File: src/rtl/rr_arbiter_pkg.sv
// Shared definitions for the round-robin arbiter: FSM encoding and default sizing.
package rr_arbiter_pkg;

    localparam int unsigned DEFAULT_WIDTH    = 4;
    localparam int unsigned DEFAULT_MAX_HOLD = 16;

    typedef enum logic {
        ARB_IDLE = 1'b0,
        ARB_BUSY = 1'b1
    } arb_state_e;

endpackage

File: src/rtl/rr_arbiter_binenc.sv
// Highest-index binary encoder: reports the index of the most significant set bit.
module rr_arbiter_binenc #(
    parameter int unsigned N = 4
) (
    input  logic [N-1:0]         in_i,
    output logic [$clog2(N)-1:0] idx_o,
    output logic                 valid_o
);

    localparam int unsigned IW = $clog2(N);

    always_comb begin
        idx_o   = '0;
        valid_o = |in_i;
        for (int unsigned i = 0; i < N; i++) begin
            if (in_i[i]) begin
                idx_o = IW'(i);
            end
        end
    end

endmodule

File: src/rtl/rr_arbiter.sv
// Round-robin arbiter: registered one-hot grant held until release, owner drop or hold limit.
module rr_arbiter
    import rr_arbiter_pkg::*;
#(
    parameter int unsigned N        = DEFAULT_WIDTH,
    parameter int unsigned MAX_HOLD = DEFAULT_MAX_HOLD
) (
    input  logic                 clk_i,
    input  logic                 rst_i,
    input  logic [N-1:0]         req_i,
    input  logic                 release_i,
    output logic [N-1:0]         gnt_o,
    output logic [$clog2(N)-1:0] gnt_idx_o,
    output logic                 busy_o,
    output logic                 timeout_o
);

    localparam int unsigned IW = $clog2(N);
    localparam int unsigned HW = (MAX_HOLD > 0) ? $clog2(MAX_HOLD + 1) : 1;
    localparam logic [HW-1:0] HOLD_SAT  = HW'(MAX_HOLD);
    localparam logic [HW-1:0] HOLD_LAST = (MAX_HOLD > 0) ? HW'(MAX_HOLD - 1) : '0;
    localparam logic [N-1:0]  ONE       = {{(N-1){1'b0}}, 1'b1};

    arb_state_e    state_q, state_d;
    logic [IW-1:0] last_q, last_d;
    logic [HW-1:0] hold_q, hold_d;
    logic [N-1:0]  gnt_q, gnt_d;
    logic [IW-1:0] idx_q, idx_d;
    logic          busy_q, busy_d;
    logic          timeout_q, timeout_d;

    logic [N-1:0]  prio_mask;
    logic [N-1:0]  masked;
    logic [IW-1:0] masked_idx, req_idx, win_idx;
    logic          masked_any, req_any;
    logic          hold_at_limit;

    // Only indices strictly below the last owner outrank the plain highest-index pick.
    always_comb begin
        prio_mask = '0;
        for (int unsigned i = 0; i < N; i++) begin
            prio_mask[i] = (IW'(i) < last_q);
        end
    end

    assign masked = req_i & prio_mask;

    rr_arbiter_binenc #(.N(N)) u_enc_masked (
        .in_i    (masked),
        .idx_o   (masked_idx),
        .valid_o (masked_any)
    );

    rr_arbiter_binenc #(.N(N)) u_enc_req (
        .in_i    (req_i),
        .idx_o   (req_idx),
        .valid_o (req_any)
    );

    assign win_idx       = masked_any ? masked_idx : req_idx;
    assign hold_at_limit = (MAX_HOLD != 0) && (hold_q == HOLD_LAST);

    always_comb begin
        state_d   = state_q;
        last_d    = last_q;
        hold_d    = hold_q;
        gnt_d     = gnt_q;
        idx_d     = idx_q;
        busy_d    = busy_q;
        timeout_d = 1'b0;

        unique case (state_q)
            ARB_IDLE: begin
                if (req_any) begin
                    state_d = ARB_BUSY;
                    gnt_d   = ONE << win_idx;
                    idx_d   = win_idx;
                    busy_d  = 1'b1;
                    hold_d  = '0;
                end
            end
            ARB_BUSY: begin
                hold_d = (hold_q == HOLD_SAT) ? hold_q : hold_q + HW'(1);
                // Release outranks both abort and timeout, so timeout only fires when neither ends the grant.
                if (release_i || !req_i[idx_q] || hold_at_limit) begin
                    state_d   = ARB_IDLE;
                    last_d    = idx_q;
                    gnt_d     = '0;
                    idx_d     = '0;
                    busy_d    = 1'b0;
                    hold_d    = '0;
                    timeout_d = !release_i && req_i[idx_q];
                end
            end
            default: state_d = ARB_IDLE;
        endcase
    end

    always_ff @(posedge clk_i or posedge rst_i) begin
        if (rst_i) begin
            state_q   <= ARB_IDLE;
            last_q    <= '0;
            hold_q    <= '0;
            gnt_q     <= '0;
            idx_q     <= '0;
            busy_q    <= 1'b0;
            timeout_q <= 1'b0;
        end else begin
            state_q   <= state_d;
            last_q    <= last_d;
            hold_q    <= hold_d;
            gnt_q     <= gnt_d;
            idx_q     <= idx_d;
            busy_q    <= busy_d;
            timeout_q <= timeout_d;
        end
    end

    assign gnt_o     = gnt_q;
    assign gnt_idx_o = idx_q;
    assign busy_o    = busy_q;
    assign timeout_o = timeout_q;

endmodule

File: config.mk
export PLATFORM = sky130hd
export DESIGN_NAME = rr_arbiter
export DESIGN_NICKNAME = d
export VERILOG_FILES = /design/src/rtl/rr_arbiter_pkg.sv /design/src/rtl/rr_arbiter_binenc.sv /design/src/rtl/rr_arbiter.sv
export SDC_FILE = /design/constraint.sdc
export NUM_CORES = 1
export LEC_CHECK = 0
export CORE_ASPECT_RATIO = 1.1
export CORE_MARGIN = 2
export CORE_UTILIZATION = 40
export CTS_CLUSTER_SIZE = 20
export DETAILED_ROUTE_END_ITERATION = 6
export PLACE_DENSITY_LB_ADDON = 0.3
export SYNTH_ARGS = -nofsm -noshare
export SYNTH_HDL_FRONTEND = slang
export SYNTH_HIERARCHICAL = 1
export SYNTH_SLANG_ARGS = --single-unit
File: constraint.sdc
create_clock -name clk_i -period 2.4 [get_ports clk_i]
set_input_delay 0.48 -clock clk_i [delete_from_list [all_inputs] [get_ports clk_i]]
set_output_delay 0.48 -clock clk_i [all_outputs]
set_load 0.05 [all_outputs]
# --- Word level (Yosys, flattened, before mapping) ---
# Cells that the tools add are included.
classes:
  n_addsub: 1
  n_lt_le_gt_ge: 5
  eq_ne: 5
  shifts: 1
  n_mux: 27
  n_bitwise: 2
  n_reduce_logical: 10
op_table:
  columns: ["operator", "n"]
  rows:
  - ["$mux W5", 3]
  - ["$mux W2", 7]
  - ["$pmux W5 S2", 1]
  - ["$mux W1", 9]
  - ["$mux W4", 2]
  - ["$pmux W4 S2", 1]
  - ["$reduce_or A4 Y1", 2]
  - ["$reduce_and A2 Y1", 3]
  - ["$add A5 B1 Y5 const B", 1]
  - ["$eq A5 B4 Y1 const B", 1]
  - ["$eq A5 B5 Y1 const B", 1]
  - ["$and A4 B4 Y4", 1]
  - ["$lt A1 B2 Y1 const A", 2]
  - ["$lt A2 B2 Y1 const A", 2]
  - ["$pmux W1 S2", 2]
  - ["$pmux W2 S2", 1]
  - ["$shl A1 B2 Y4 const A", 1]
  - ["$lt A2 B3 Y1 const B", 1]
  - ["$ne A3 B2 Y1 const B", 1]
  - ["$bmux W1 S2", 1]
  - ["$logic_not A1 Y1", 2]
  - ["$logic_or A1 B1 Y1", 2]
  - ["$ne A2 B1 Y1 const B", 1]
  - ["$ne A2 B2 Y1 const B", 1]
  - ["2 further kinds", 2]
totals:
  register_bits: 16
  in_bits: 7
  output_inout_bits: 8
  elab_cells: 58

# --- Depth between registers and ports, before layout ---
depth:
  word_depth: 9
  depth_mapped: 7
  ltp_nobuf: 7

# --- Modules after synthesis ---
# Netlist, hierarchy kept.
by_module_without_submodules:
  columns: ["mod", "instances", "cells_per_inst", "area_each_um2", "seq_area_each_um2"]
  rows:
  - ["rr_arbiter", 1, 77, 832.0, 400.4]
  - ["rr_arbiter_binenc", 2, 4, 23.8, 0.0]

# --- Least setup slack after synthesis ---
# No wires, ideal clock.
synth_timing:
  kind: "reg-to-reg"
  startpoint: "register hold_q[0]"
  endpoint: "register hold_q[0]"
  setup_time_ns: 0.065
  arrival_ns: 1.971
  t_required_ns: 2.335
  path_slack_ns: 0.364
  stages_incl_launch_ff: 8
  n_path_buf: 0
  synth_period_minus_slack_ns: 2.036
  cell_sequence: "dfrtp_1 > ha_1 > and3_1 > ha_1 > nor4bb_1 > a22oi_2 > nor3_1 > mux2_2"
synth_between:
  elab_chain_cells: 4
  word_cells_on_any_way: 9
  cone_classes: "add/sub (1); eq/ne (3); mux (3); reduce/logical (2)"
synth_rtl:
  columns: ["element", "line_no", "rtl"]
  rows:
  - ["start, declared", "rr_arbiter.sv:26", "logic [HW-1:0] hold_q, hold_d;"]
  - ["start signal, assigned", "rr_arbiter.sv:111", "hold_q <= hold_d;"]
  - ["$add A5 B1 Y5 / $eq A5 B4 Y1 (equally long branches)", "rr_arbiter.sv:83, rr_arbiter.sv:61", null]
  - ["$mux W5 / $logic_or A1 B1 Y1 (equally long branches)", "rr_arbiter.sv:83, rr_arbiter.sv:85", null]
  - ["$mux W5 / $ne A3 B2 Y1 (equally long branches)", null, null]
  - ["$pmux W5 S2 / $reduce_and A2 Y1 (equally long branches)", null, null]
# Several ways; a longest one is shown, not always the timed one. The select of a mux whose other input is x is not followed.
# A chain may end at the register's enable or synchronous reset.

# --- Final worst setup path ---
# Ends and elaborated chain as after synthesis.

==> impl_metrics.env <==
export IMPL_io_buffers=14
export IMPL_final_cell_mix="dfrtp_1 (16), clkdlybuf4s50_1 (14), inv_1 (11), nand2_1 (6)"
export IMPL_grt_pass1_vias=724
export IMPL_finalCritPeriodShare_pct=93.6
export IMPL_synth_distinct_cells=30
export IMPL_clockBufferDepth=2
export IMPL_synthArstFlopShare_pct=100
export IMPL_status="finished, final reports clean"
export IMPL_rows=17
export IMPL_syn_area_per_cell_sq_um=10.3
export IMPL_startpoint_type="flop"
export IMPL_required_ns=2.62
export IMPL_synth_edf_count=0
export IMPL_dieArea_sq_mm=0.00259
export IMPL_finalWirelength_mm=1.66
export IMPL_max_cap_violations=0
export IMPL_firstDrtPassIters=4
export IMPL_max_slew_margin_pct=60.5
export IMPL_finClkSkew_ns=0.000911
export IMPL_drive_gt1_share_pct=12.3
export IMPL_cts_tree="yes"
export IMPL_r2r_start="hold_q[0]$_DFFE_PP0P_"
export IMPL_cts_buffers=3
export IMPL_final_hold_viol_count=0
export IMPL_finalCriticalPeriod_ns=2.25
export IMPL_antenna_found_initial=0
export IMPL_netlist_area_sq_um=880
export IMPL_critical_path_class="flop to flop"
export IMPL_fin_nets=118
export IMPL_regArea_sq_um=400
export IMPL_synthTopCellsByArea="dfrtp_1 (46%), inv_1 (4.7%), ha_1 (4.3%), a22o_1 (4.0%), mux2_2 (3.8%)"
export IMPL_netlist_area_leader_share_pct=45.5
export IMPL_route_detailed_drc=0
export IMPL_diodes=0
export IMPL_start_util_pct=43.1
export IMPL_ys_warn_count=6
export IMPL_power_density_mw_per_mm2=1080
export IMPL_hpwl_mm=1.28
export IMPL_min_delay_start="busy_o$_DFFE_PP0P_"
export IMPL_fmax_mhz=445
export IMPL_leakagePower_nw=0.533
export IMPL_end_kind="flop"
export IMPL_track_usage_pct=15.0
export IMPL_vdd_drop_max_mv=0.615
export IMPL_synthCells=85
export IMPL_path_clk_slew_ns=0.09
export IMPL_slew_violations=0
export IMPL_ys_seq_elements=16
export IMPL_final_util_pct=54.3
export IMPL_r2r_cells=7
export IMPL_dp_cells=131
export IMPL_gr_total_overflow=0
export IMPL_ant_nets=0
export IMPL_clock_sinks=16
export IMPL_final_common_cell="dfrtp_1"
export IMPL_nFillCells=195
export IMPL_critPathMaxFanout=5
export IMPL_hold_depth=2
export IMPL_via_per_inst=5.22
export IMPL_grt_pass1_wl_mm=2.99
export IMPL_drt_iter0_drc=7
export IMPL_routabilityCongestion=0.820
export IMPL_die_y_um=53.2
export IMPL_io_pins=15
export IMPL_core_sq_mm=0.00204
export IMPL_cts_root_buffer="clkbuf_4"
export IMPL_hold_path_end="busy_o$_DFFE_PP0P_"
export IMPL_grt_max_degree=17
export IMPL_synthFlopType="dfrtp_1"
export IMPL_clk_latency_ns=0.28
export IMPL_tightest_slew_ns=0.591
export IMPL_syn2layout_area_growth_pct=26.0
export IMPL_yosysTopAreaCell="dfrtp_1"
export IMPL_grt_setup_unrepaired="false"
export IMPL_multi_input_area_sq_um=447
export IMPL_vias=700
export IMPL_reg2reg_to="hold_q[0]$_DFFE_PP0P_"
export IMPL_die_x_um=48.7
export IMPL_wl_per_cell_um=12.4
export IMPL_arrival_ns=2.47
export IMPL_cts_htree_levels=1
export IMPL_finalSetupViolations=0
export IMPL_r2r_slack_ns=0.15
export IMPL_min_path_type="flop to flop"
export IMPL_final_cells=134
export IMPL_yosysSeqAreaShare_pct=45.5
-- Yosys cell counts, drive strengths merged (2+ instances only) --
library cell and count:
nor4bb 2, nand2 6, nor4b 2, o21ai 2, a32o 2, mux2i 3, dfrtp 16, and3 2
nor2b 2, or3 2, ha 3, a21o 4, nor2 2, a22o 4, mux2 4, or2 2
o22ai 3, and2 2, inv 11, nor3 3
-- state kept, by name, summed over array words and instances (netlist names) --
signal,count
busy_o,1
gnt_idx_o,2
gnt_o,4
timeout_o,1
last_q,2
state_q,1
hold_q,5
-- critical path, stage by stage, from the launching register on --
cell	delay [ns]
dfrtp_1	0.42
ha_1	0.23
and3_1	0.18
ha_1	0.22
nor4bb_1	0.44
a22oi_2	0.16
o22ai_1	0.31
mux2_2	0.22
-- layer usage --
metal / track usage, % / wire [um] / share of wire [%] / vias up
met3: 3.11 / 79 / 4.8 / 2
met2: 24.2 / 746 / 45 / 16
met5: 0 / 0 / 0 / -
met1: 19.2 / 818 / 49 / 334
met4: 8.10 / 14 / 0.84 / 0
li1: - / - / - / 348
-- worst max-delay path by stage --
stage,from,endpoint,slack [ns]
floorplan,hold_q[0]$_DFFE_PP0P_,hold_q[0]$_DFFE_PP0P_,0.36
global route,hold_q[0]$_DFFE_PP0P_,hold_q[0]$_DFFE_PP0P_,0.01
finish,hold_q[0]$_DFFE_PP0P_,hold_q[0]$_DFFE_PP0P_,0.15
detailed placement,req_i[2],gnt_o[3]$_DFFE_PP0P_,-0.04
global placement,req_i[2],gnt_o[3]$_DFFE_PP0P_,0.02
CTS,hold_q[0]$_DFFE_PP0P_,hold_q[0]$_DFFE_PP0P_,0.06
-- metrics by stage --
step	power [mW]	hold slack, ns	setup TNS (ns)	instance area (sq um)	worst slack (ns)
after global routing	1.27	0.545	0	1110	0.0132
after global placement	1.05	0.474	0	1080	0.0206
after CTS	1.20	0.497	0	1100	0.0606
after floorplan	0.863	0.394	0	883	0.364
after detailed placement	1.06	0.470	-0.0824	1080	-0.0363
final	1.19	0.496	0	1110	0.153
-- kinds of logic after synthesis --
logic type / synth area share [%]
simple gates: 18.2
compound gates: 16.9
flops: 45.5
buf+inv: 4.69
mux: 8.96
fa+ha+maj: 4.27
other cells: 0.426
xor+xnor: 0.996
-- cell type report --
class,count,area share (%)
Tap cell,28,3.16
Inverter,11,3.72
Clock buffer,3,2.03
Timing Repair Buffer,17,14.7
Multi-Input combinational cell,59,40.3
Sequential cell,16,36.1
-- power breakdown --
part / switching [mW] / internal (mW)
sequential: 0.0767 / 0.351
clock: 0.0783 / 0.0581
combinational: 0.365 / 0.263
-- timing repair --
action / 4_1_cts / 5_1_grt
hold buffers: 0 / 0
endpoints found under the hold margin: 0 / 0
buffers inserted: 0 / 0
endpoints found under the setup margin: 0 / 3
gates resized for setup: 0 / 1
No activity file was read; power rests on OpenSTA's default activity.
==> variant (config.mk and constraints unchanged) <==
`DEFAULT_MAX_HOLD`: 16 -> 8.
--- a/src/rtl/rr_arbiter_pkg.sv
+++ b/src/rtl/rr_arbiter_pkg.sv
@@ -3,5 +3,5 @@
 
     localparam int unsigned DEFAULT_WIDTH    = 4;
-    localparam int unsigned DEFAULT_MAX_HOLD = 16;
+    localparam int unsigned DEFAULT_MAX_HOLD = 8;
 
     typedef enum logic {
Check against the original RTL: not equivalent (a bounded check fails within 10 cycles, from zero or initial values and one cycle with rst_i high).
==> variant against the original RTL <==
Routed wire length increased by 4.5%. Cell count decreased by 1.5%. Area after synthesis increased by 0.57%. Global-route usage increased by 1.1 points. Setup slack improved by 0.15 ns. Total power decreased by 5.1%. Cell area increased by 2.7%. Sequential cell count decreased by 1. Critical path depth unchanged. Clock power increased by 7%. Critical endpoint is now gnt_o[2].
==> variant: results (changes against the original RTL) <==
Critical path
The register-to-register path setup slack is 0.49 ns (+0.34 ns). Following the worst setup path forward leads to its endpoint at gnt_o[2]. The worst setup path startpoint is req_i[2]. The source of the worst register-to-register timing path is last_q[1]. The master of the slowest instance on the critical path is sky130_fd_sc_hd__clkdlybuf4s50_1. The maximum single-stage delay on the critical path is 0.42 ns (-0.02 ns). The maximum fanout encountered on the critical timing path was 3 (-2).

Routing
The via total after detailed routing is 681 (-2.7%). The routed wire length is 1.73 mm (+4.5%). The average wire per cell in the routed design was 13.1 um (+6.0%).

STA
The slack of the critical path came to 0.303 ns (+0.150 ns). The setup clock skew after layout is 0.00698 ns (+0.00607 ns). The final hold slack was 0.508 ns (+0.0115 ns). The pin slew with the least headroom to its limit was 0.583 ns (-0.00853 ns).

Pwr
The total power density per cell area is 994 nW/um2 (-7.6%). The worst-case vdd ir drop is 466 uV (-24%). The internal power summed over all cells is 646 uW (-3.8%).

The combinational-cell power consumption came to 578 uW (-8.0%). The static power due to leakage is 0.000557 uW (+4.7%).

Synthesis
The number of unique standard cell types used by synthesis was 32 (+6.7%). The area share of fa/ha/maj cells after synthesis is 2.83% (-1.4 points). The fraction of synthesized cell area taken by the top area cell type is 42.4% (-3.1 points). By count the netlist is led by 15 x sky130_fd_sc_hd__dfrtp_1, 5 x sky130_fd_sc_hd__inv_1, 5 x sky130_fd_sc_hd__nor2b_1, 4 x sky130_fd_sc_hd__a21o_1, 4 x sky130_fd_sc_hd__a22o_1. The xor and xnor area share after synthesis was 0% (-1.0 points). The number of instances in the synthesized netlist is 79 (-7.1%). The mux contribution to synthesized area is 10.7% (+1.8 points).

Global route
The first-pass GRT wire length was 3.13 mm (+4.4%). The total global routing track utilization is 16.1% (+1.1 points). The largest net degree at the start of global routing is 16 (-1).

Placement
The placed wire-length estimate is 1.38 mm (+8.2%). The placement-stage worst setup slack is 0.00977 ns (+0.0460 ns). The total instance count after detailed placement is 128 (-2.3%). The standard cell area after detailed placement is 1110 um2 (+2.8%).

Run status
The run finished with clean final reports.

Cells and area
The number of nets in the layout is 114 (-3.4%). The share of layout cells above drive strength 1 is 22.1% (+9.9 points).

Min path
The hold-critical path depth came to 1 (-1).
[variant: area by class of cell]
| type | count | area [um2] |
|---|---|---|
| Fill cell | 204 | 903 |
| Clock buffer | 3 | 22.5 |
| Sequential cell | 15 | 375 |
| Tap cell | 28 | 35.0 |
| Clock inverter | 1 | 5.00 |
| Inverter | 5 | 18.8 |
| Timing Repair Buffer | 21 | 193 |
| Multi-Input combinational cell | 59 | 489 |
[variant: cell families (layout without fill, tap and decap cells)]
family | Yosys count | in the layout
simple gates | 25 | 25
compound gates | 22 | 22
flops | 15 | 15
mux | 8 | 8
buf+inv | 6 | 30
fa+ha+maj | 2 | 2
other cells | 1 | 2
[variant: per-layer routing]
metal | vias to the layer above | part of all wire (%) | wire length [um] | track usage [%]
li1 | 337 | - | - | -
met1 | 333 | 41 | 718 | 16.2
met2 | 9 | 54 | 939 | 31.5
met3 | 2 | 3.2 | 56 | 3.39
met4 | 0 | 0.98 | 17 | 8.57
met5 | - | 0 | 0 | 0
